**src/rtl/bbox_tracker_pkg.sv**
```systemverilog
// bbox_tracker_pkg
// Shared widths, FSM state type and empty-accumulator constants for the
// bounding-box tracker and its min/max accumulator.
package bbox_tracker_pkg;

    localparam int HC_W   = 11;
    localparam int VC_W   = 10;
    localparam int XO_W   = 12;
    localparam int YO_W   = 11;
    localparam int AREA_W = 21;

    typedef enum logic {
        IDLE  = 1'b0,
        ACCUM = 1'b1
    } state_t;

    // An empty accumulator has min above any real coordinate and max below
    // it, so the first qualifying pixel overwrites both.
    localparam logic [HC_W-1:0]   X_EMPTY_MIN = '1;
    localparam logic [HC_W-1:0]   X_EMPTY_MAX = '0;
    localparam logic [VC_W-1:0]   Y_EMPTY_MIN = '1;
    localparam logic [VC_W-1:0]   Y_EMPTY_MAX = '0;
    localparam logic [AREA_W-1:0] AREA_MAX    = '1;

endpackage

```
**src/rtl/bbox_tracker_minmax_accum.sv**
```systemverilog
// bbox_tracker_minmax_accum
// Running min/max of one coordinate over a frame.
// Ports:
//   clk, rst    : clock, synchronous active-high reset (to the empty state)
//   seed        : start a new frame; load value if hit, else the empty state
//   hit         : value belongs to the frame
//   value       : coordinate of the current pixel
//   value_min   : smallest hit coordinate so far
//   value_max   : largest hit coordinate so far
module bbox_tracker_minmax_accum #(
    parameter int           W         = 11,
    parameter logic [W-1:0] EMPTY_MIN = '1,
    parameter logic [W-1:0] EMPTY_MAX = '0
) (
    input  logic         clk,
    input  logic         rst,
    input  logic         seed,
    input  logic         hit,
    input  logic [W-1:0] value,
    output logic [W-1:0] value_min,
    output logic [W-1:0] value_max
);

    always_ff @(posedge clk) begin
        if (rst) begin
            value_min <= EMPTY_MIN;
            value_max <= EMPTY_MAX;
        end else if (seed) begin
            value_min <= hit ? value : EMPTY_MIN;
            value_max <= hit ? value : EMPTY_MAX;
        end else if (hit) begin
            if (value < value_min) value_min <= value;
            if (value > value_max) value_max <= value;
        end
    end

endmodule

```
**src/rtl/bbox_tracker.sv**
```systemverilog
// bbox_tracker
// Accumulates the bounding box of set mask pixels over each frame and, at
// the next frame boundary, publishes it in centre/max form.
// Ports:
//   clk_in, rst_in  : pixel clock, synchronous active-high reset
//   valid_in        : hcount_in/vcount_in/mask_in valid this cycle
//   new_frame_in    : pulse with the first pixel of a frame
//   hcount_in       : pixel column
//   vcount_in       : pixel row
//   mask_in         : pixel belongs to the tracked object
//   x_out, y_out    : box centre, floor((min+max)/2)
//   xmax_out        : rightmost set column
//   ymax_out        : bottom set row
//   area_out        : set-pixel count of last published frame (saturating)
//   found_out       : last published frame reached MIN_PIXELS
//   valid_out       : one-cycle pulse when a result is published
module bbox_tracker
    import bbox_tracker_pkg::*;
#(
    parameter int H_ACTIVE   = 1280,
    parameter int V_ACTIVE   = 720,
    parameter int MIN_PIXELS = 16
) (
    input  logic              clk_in,
    input  logic              rst_in,
    input  logic              valid_in,
    input  logic              new_frame_in,
    input  logic [HC_W-1:0]   hcount_in,
    input  logic [VC_W-1:0]   vcount_in,
    input  logic              mask_in,
    output logic [XO_W-1:0]   x_out,
    output logic [YO_W-1:0]   y_out,
    output logic [XO_W-1:0]   xmax_out,
    output logic [YO_W-1:0]   ymax_out,
    output logic [AREA_W-1:0] area_out,
    output logic              found_out,
    output logic              valid_out
);

    localparam logic [HC_W-1:0]   H_LIMIT   = HC_W'(H_ACTIVE);
    localparam logic [VC_W-1:0]   V_LIMIT   = VC_W'(V_ACTIVE);
    localparam logic [AREA_W-1:0] MIN_LIMIT = AREA_W'(MIN_PIXELS);

    logic              valid_r, new_frame_r, mask_r;
    logic [HC_W-1:0]   hcount_r;
    logic [VC_W-1:0]   vcount_r;

    state_t            state, state_next;
    logic              qualifies, hit;
    logic [HC_W-1:0]   acc_xmin, acc_xmax;
    logic [VC_W-1:0]   acc_ymin, acc_ymax;
    logic [AREA_W-1:0] acc_count;

    logic              snap_valid;
    logic [HC_W-1:0]   snap_xmin, snap_xmax;
    logic [VC_W-1:0]   snap_ymin, snap_ymax;
    logic [AREA_W-1:0] snap_count;
    logic [XO_W-1:0]   x_sum;
    logic [YO_W-1:0]   y_sum;
    logic              snap_found;

    // Stage 0: register every input.
    always_ff @(posedge clk_in) begin
        if (rst_in) begin
            valid_r     <= 1'b0;
            new_frame_r <= 1'b0;
            mask_r      <= 1'b0;
            hcount_r    <= '0;
            vcount_r    <= '0;
        end else begin
            valid_r     <= valid_in;
            new_frame_r <= new_frame_in;
            mask_r      <= mask_in;
            hcount_r    <= hcount_in;
            vcount_r    <= vcount_in;
        end
    end

    always_ff @(posedge clk_in) begin
        if (rst_in) state <= IDLE;
        else        state <= state_next;
    end

    always_comb begin
        state_next = state;
        case (state)
            IDLE:    if (new_frame_r) state_next = ACCUM;
            ACCUM:   state_next = ACCUM;
            default: state_next = IDLE;
        endcase
    end

    // A pixel arriving with new_frame seeds the new frame, even from IDLE.
    assign qualifies = valid_r && mask_r && (hcount_r < H_LIMIT) && (vcount_r < V_LIMIT);
    assign hit       = qualifies && (new_frame_r || (state == ACCUM));

    bbox_tracker_minmax_accum #(
        .W(HC_W), .EMPTY_MIN(X_EMPTY_MIN), .EMPTY_MAX(X_EMPTY_MAX)
    ) u_x_accum (
        .clk(clk_in), .rst(rst_in), .seed(new_frame_r), .hit(hit),
        .value(hcount_r), .value_min(acc_xmin), .value_max(acc_xmax)
    );

    bbox_tracker_minmax_accum #(
        .W(VC_W), .EMPTY_MIN(Y_EMPTY_MIN), .EMPTY_MAX(Y_EMPTY_MAX)
    ) u_y_accum (
        .clk(clk_in), .rst(rst_in), .seed(new_frame_r), .hit(hit),
        .value(vcount_r), .value_min(acc_ymin), .value_max(acc_ymax)
    );

    always_ff @(posedge clk_in) begin
        if (rst_in) begin
            acc_count <= '0;
        end else if (new_frame_r) begin
            acc_count <= AREA_W'(hit);
        end else if (hit && (acc_count != AREA_MAX)) begin
            acc_count <= acc_count + 1'b1;
        end
    end

    // Snapshot the finished frame; the accumulators re-seed in the same cycle.
    always_ff @(posedge clk_in) begin
        if (rst_in) begin
            snap_valid <= 1'b0;
            snap_xmin  <= '0;
            snap_xmax  <= '0;
            snap_ymin  <= '0;
            snap_ymax  <= '0;
            snap_count <= '0;
        end else begin
            snap_valid <= new_frame_r && (state == ACCUM);
            if (new_frame_r && (state == ACCUM)) begin
                snap_xmin  <= acc_xmin;
                snap_xmax  <= acc_xmax;
                snap_ymin  <= acc_ymin;
                snap_ymax  <= acc_ymax;
                snap_count <= acc_count;
            end
        end
    end

    // Sums are one bit wider than the coordinates, so they cannot overflow.
    always_comb begin
        x_sum      = {1'b0, snap_xmin} + {1'b0, snap_xmax};
        y_sum      = {1'b0, snap_ymin} + {1'b0, snap_ymax};
        snap_found = (snap_count >= MIN_LIMIT);
    end

    // Too-small frames still report their area but keep the old box.
    always_ff @(posedge clk_in) begin
        if (rst_in) begin
            x_out     <= '0;
            y_out     <= '0;
            xmax_out  <= '0;
            ymax_out  <= '0;
            area_out  <= '0;
            found_out <= 1'b0;
            valid_out <= 1'b0;
        end else begin
            valid_out <= snap_valid;
            if (snap_valid) begin
                area_out  <= snap_count;
                found_out <= snap_found;
                if (snap_found) begin
                    x_out    <= x_sum >> 1;
                    y_out    <= y_sum >> 1;
                    xmax_out <= {1'b0, snap_xmax};
                    ymax_out <= {1'b0, snap_ymax};
                end
            end
        end
    end

endmodule

```
**config.mk**
```make
export PLATFORM = sky130hd
export DESIGN_NAME = bbox_tracker
export DESIGN_NICKNAME = d
export VERILOG_FILES = /design/src/rtl/bbox_tracker_pkg.sv /design/src/rtl/bbox_tracker_minmax_accum.sv /design/src/rtl/bbox_tracker.sv
export SDC_FILE = /design/constraint.sdc
export NUM_CORES = 1
export LEC_CHECK = 0
export BUFFER_PORTS_ARGS = -buffer_cell sky130_fd_sc_hd__buf_2
export CAP_MARGIN = 20
export CORE_AREA = 2 2 133 135
export CTS_CLUSTER_DIAMETER = 60
export DETAILED_ROUTE_END_ITERATION = 6
export DIE_AREA = 0 0 135 137
export MAX_ROUTING_LAYER = met4
export PLACE_DENSITY = 0.8
export SETUP_SLACK_MARGIN = 0.4
export SLEW_MARGIN = 40
export SYNTH_ARGS = -nofsm -noshare
export SYNTH_HDL_FRONTEND = slang
export SYNTH_SLANG_ARGS = --single-unit
```
**constraint.sdc**
```tcl
create_clock -name clk_in -period 2.9 [get_ports clk_in]
set_clock_uncertainty 0.15 [all_clocks]
set_input_delay 0.29 -clock clk_in [delete_from_list [all_inputs] [get_ports clk_in]]
set_output_delay 0.29 -clock clk_in [all_outputs]
set_load 0.01 [all_outputs]
```
=== After elaboration in Yosys (flattened, before gate mapping) ===
Cells that the tools add are included.

* Bits in registers: 217
* Bits in latches: 0
* Bits in writable memories: 0
* Memory bits (read-only): 0
* Input bits: 26
* Output and inout port bits: 69
* Word-level logic and storage cells: 76
* Memories: 0

* $add $sub $neg: 3
* Multiply operators: 0
* Divide/modulo/power cells: 0
* Magnitude comparators: 7
* Equal/unequal tests: 1
* Shift-type cells: 0
* Muxes and demuxes: 20
* Bitwise logic cells: 1
* Reductions and logical operators: 19

{| class="wikitable"
|+ Operators with widths
! operator !! count
|-
| $mux W11 || 8
|-
| $mux W10 || 8
|-
| $add A21 B1 Y21 const B || 1
|-
| $ge A21 B5 Y1 const B || 1
|-
| $ne A21 B21 Y1 const B || 1
|-
| $add A11 B11 Y12 || 1
|-
| $reduce_bool A2 Y1 || 6
|-
| $add A10 B10 Y11 || 1
|-
| $gt A11 B11 Y1 || 1
|-
| $lt A11 B11 Y1 || 1
|-
| $lt A11 B11 Y1 const B || 1
|-
| $gt A10 B10 Y1 || 1
|-
| $lt A10 B10 Y1 || 1
|-
| $lt A10 B10 Y1 const B || 1
|-
| $reduce_and A2 Y1 || 5
|-
| $logic_and A1 B1 Y1 || 6
|-
| $mux W1 || 3
|-
| $pmux W1 S2 || 1
|-
| $reduce_or A2 Y1 || 1
|-
| $logic_or A1 B1 Y1 || 1
|-
| $not A1 Y1 || 1
|}

=== Depth between registers and ports, before layout ===
* Depth in word-level cells: 7
* Mapped depth: 8
* Depth with buffers taken out: 7

=== Cells and area by module ===
From an unflattened synthesis, not the netlist that was laid out.

* Cells, all modules: 1,138
* Area total of the unflattened synthesis: 9,845.7 um2

{| class="wikitable"
|+ By module, submodules not included
! module !! times used !! cells each !! area each (um2) !! seq. area each (um2)
|-
| bbox_tracker || 1 || 848 || 7,193.1 || 3,503.4
|-
| bbox_tracker_minmax_accum at u_x_accum || 1 || 152 || 1,376.3 || 440.4
|-
| bbox_tracker_minmax_accum at u_y_accum || 1 || 138 || 1,276.2 || 400.4
|}

=== Worst setup path before layout ===
OpenSTA, ideal clock, no wires.

* Kind: reg2reg
* Start point: register u_y_accum.value_max[3]
* End point: register u_y_accum.value_max[8]
* Library setup time: 0.137 ns
* Arrival time: 1.793 ns
* Data required time: 2.613 ns
* Path slack: 0.820 ns
* Stages on the path, launching flop included: 8
* Path buffers: 0
* Period minus slack after synthesis: 2.080 ns
* Cell sequence: dfxtp_1 > inv_1 > ha_1 > a21oi_1 > o21ai_0 > a2111o_1 > a21oi_1 > o22ai_1

* Longest elaborated chain between the ends: 3

{| class="wikitable"
|+ RTL lines
! element !! line !! text
|-
| from (decl) || bbox_tracker_minmax_accum.sv:21 || <nowiki>output logic [W-1:0] value_max</nowiki>
|-
| from (signal assigned) || bbox_tracker_minmax_accum.sv:30 || <nowiki>value_max <= hit ? value : EMPTY_MAX;</nowiki>
|-
| from (signal assigned) || bbox_tracker_minmax_accum.sv:33 || <nowiki>if (value > value_max) value_max <= value;</nowiki>
|-
| $gt A10 B10 Y1 || bbox_tracker_minmax_accum.sv:33 ||
|-
| $reduce_bool A2 Y1 (no line) || -- ||
|-
| $reduce_and A2 Y1 (no line) || -- ||
|}

No other way between the ends.
A chain may end at the register's enable or synchronous reset.

=== Final worst setup path ===
* Start point: register acc_count[0]
* End point: register acc_count[10]

* Longest elaborated chain between the ends: 2
* Elaborated cells between the ends (all ways): 3
* Classes of those cells: 1 x add/sub; 1 x eq/ne; 1 x reduce/logical

{| class="wikitable"
|+ RTL lines
! element !! line !! text
|-
| from (decl) || bbox_tracker.sv:52 || <nowiki>logic [AREA_W-1:0] acc_count;</nowiki>
|-
| from (signal assigned) || bbox_tracker.sv:115 || <nowiki>acc_count <= AREA_W'(hit);</nowiki>
|-
| from (signal assigned) || bbox_tracker.sv:117 || <nowiki>acc_count <= acc_count + 1'b1;</nowiki>
|-
| branches (longest 2 deep; another with $add A21 B1 Y21) || -- ||
|}

Several ways; the timed one is not identified.

==> flow_metrics.tcl <==
set metrics [dict create \
    status "finished clean" \
    postCtsSetupBuffers 0 \
    critical_path_arrival_ps 2650 \
    design_area_um2 11400 \
    post_synth_xor_area_fraction 0.00444 \
    yosys-top-cells-area "dfxtp_1, nand2_1, ha_1" \
    grt_most_used_layer "met2" \
    transition_at_the_pin_with_the_smallest_max_transition_slack_ps 575 \
    synthesis.yosys.warnings 0 \
    hp-class "in -> reg" \
    syn_area_um2 9860 \
    cp-start-kind "register" \
    n_antenna_cell 0 \
    critPathRequiredTime_ps 3170 \
    period_minus_slack_ps 2380 \
    floorplan.core_area_um2 17100 \
    post_drt_wl_per_cell_um 15.0 \
    drc_markers 0 \
    drv_slew 0 \
    layout_setup_ws_ps 521 \
    fmax_mhz 420 \
    p_per_area_nw_per_um2 554 \
    drt_pass1_iterations 5 \
    slowest_stage "or3_2" \
    path_max_fanout 8 \
    placed_cell_area_um2 10500 \
    placement.io_buffers 90 \
    count_of_different_cell_masters_after_synthesis 58 \
    antenna_found_initial 0 \
    drt-vias-per-instance 5.58 \
    synth_compound_area_frac 0.146 \
    num_vias 8351 \
    clock-sinks 217 \
    grt_util_met3 0.0315 \
    post_route_cells_drive_above_1_share 0.127 \
    power.static_leakage_nw 4.89 \
    final_min_period_over_clock_period 0.820 \
    detail-route-antenna-nets 0 \
    hold_start "rst_in" \
    dpl.hpwl_mm 15.7 \
    dieArea_um2 18500 \
    dp_slack_ps 506 \
    n_fill_cell 1427 \
    die_w_um 135 \
    most_common_cell_after_layout_fill_and_taps_aside "nand2_1" \
    synth_adder_area_share 0.0802 \
    final.setup.tns_ps 0 \
    routabilityCongestion 0.917 \
    max-clock-path-buffers 3 \
    synthesized_area_divided_by_synthesized_cell_count_um2 8.45 \
    finalSetupViolations 0 \
    max_cap_violations 0 \
    number_of_global_route_vias_before_repair 7513 \
    yosys.area_share.simple 0.221 \
    timing.final.hold_violations 0 \
    crit_path_end_kind "register" \
    critPathMaxStageDelay_ps 490 \
    worst_path_dominant_cell_family "simple AND/OR/NAND/NOR gates" \
    synthToLayoutAreaGrowth_pct 16.1 \
    synth_ff_type "dfxtp_1" \
    met2_usage 0.388 \
    floorplan.die.height_um 137 \
    post_synth_inst_count 1167 \
    cts-root-buf "clkbuf_16" \
    tritoncts "yes" \
    worstPathBufferInverterCount 0 \
    ff_latch_area_um2 4340 \
    setup.worst_path.start "acc_count[0]" \
    leading_cell_types_in_the_layout_fill_and_taps_excluded "nand2_1, dfxtp_1, a21oi_1" \
    global_route.overflow_total 0 \
    htree_num_levels 1 \
    floorplan.io_pins 95 \
    synth_edf_count 0 \
    cts_buffers 23 \
    postSynth.asyncResetShare 0 \
    grtUsageMet1 0.347 \
    peakVddDrop_mv 0.693 \
    first_pass_grt_wire_length_mm 36.7 \
    wl_mm 22.5 \
    detailedRoute.firstIterationViolations 643 \
    fraction_of_synthesized_area_in_multiplexers 0.0569 \
    placement_rows 48 \
    rrSetupSlack_ps 520 \
    nets 1347 \
    synth_top_area_share 0.441 \
    multiInputGateArea_um2 5050 \
    rr_startpoint "acc_count[0]" \
    track_usage 0.250 \
    synth_seq_cells 217 \
    cts.clk_slew.worst_paths_ps 60 \
    fin_total_pwr_mw 6.34 \
    floorplan.initialDensity 0.578 \
    synth_seq_area_share 0.441 \
    grt_max_degree 142 \
    synth_top_family_by_area "simple AND/OR/NAND/NOR gates" \
    final_core_utilization 0.671 \
    worstSetupPathType "reg -> reg" \
    setup_repair_after_global_routing_missed_its_margin "false" \
    cells_along_the_critical_path "ha_1 > and4_1 > and3_1 > nand4_1 > or3_2 > a21oi_1" \
    timing.max_slew.rel_slack 0.615 \
    clock_insertion_delay_worst_skew_ps 500 \
    cell_type_with_the_largest_total_area_after_synthesis "dfxtp_1" \
]
## layer usage
metal,vias to the layer above,wire [µm]
met2,230,10100
met4,0,409
li1,4191,-
met1,3900,10600
met3,30,1260
met5,-,0
## synth_stat cells (6+ instances only)
| master | number |
|---|---|
| o22ai_1 | 9 |
| a21o_1 | 10 |
| dfxtp_1 | 217 |
| nand3b_1 | 17 |
| nor2b_1 | 25 |
| or4_1 | 9 |
| o211ai_1 | 9 |
| o21a_1 | 6 |
| inv_1 | 47 |
| clkbuf_1 | 44 |
| nor3_1 | 8 |
| nor2_1 | 90 |
| o31ai_1 | 8 |
| a211oi_1 | 10 |
| mux2i_1 | 56 |
| a21oi_1 | 134 |
| o21ai_0 | 23 |
| buf_2 | 10 |
| or3_1 | 10 |
| nand4_1 | 12 |
| nand3_1 | 21 |
| ha_1 | 60 |
| nand2_1 | 241 |
## logic make-up after synthesis
logic type | Yosys count
other | 1
and+or+nand+nor | 474
AOI/OAI and AO/OA | 239
buffers and inverters | 113
xor gates and xnor gates | 5
muxes | 56
adders and majority gates | 62
DFF | 217
## layout make-up
class	count	share of cell area
Multi-Input combinational cell	840	0.441
Sequential cell	217	0.380
Timing Repair Buffer	130	0.0755
Clock buffer	33	0.0571
Tap cell	225	0.0246
Inverter	47	0.0154
Clock inverter	5	0.00678
## metrics by stage
stage          hold slack [ps]  instances
6_report                  65.6       1497
4_1_cts                   38.7       1497
2_1_floorplan              268       1170
3_3_place_gp               289       1435
5_1_grt                   69.6       1497
3_5_place_dp               296       1435
## where the power goes
group | total (mW) | internal [mW] | switching, mW
registers | 3.09 | 3.04 | 0.0570
logic | 0.392 | 0.167 | 0.224
clock network | 2.85 | 1.73 | 1.13
## state kept, by name (all words and copies together), names as in the netlist, 11 cells and up
| name | cells |
|---|---|
| acc_count | 21 |
| area_out | 21 |
| hcount_r | 11 |
| snap_count | 21 |
| snap_xmax | 11 |
| snap_xmin | 11 |
| u_x_accum.value_max | 11 |
| u_x_accum.value_min | 11 |
| x_out | 11 |
| xmax_out | 11 |
## worst reg2reg max path, stage by stage, from the launching register on
cell,delay [ps]
dfxtp_1,430
ha_1,270
and4_1,290
and3_1,230
nand4_1,280
or3_2,500
a21oi_1,160
## path summary, 6_finish.rpt
| path | end | cells past startpoint |
|---|---|---|
| min | state | 2 |
| min reg2reg | ymax_out[3] | 2 |
| max | acc_count[10] | 6 |
| max reg2reg | acc_count[10] | 6 |
## what timing repair did
item	CTS	global route
setup endpoints to repair	0	14
hold buffers	24	0
gates resized for setup	0	2
endpoints found under the hold margin	24	0
No activity file was read; power rests on OpenSTA's default activity.
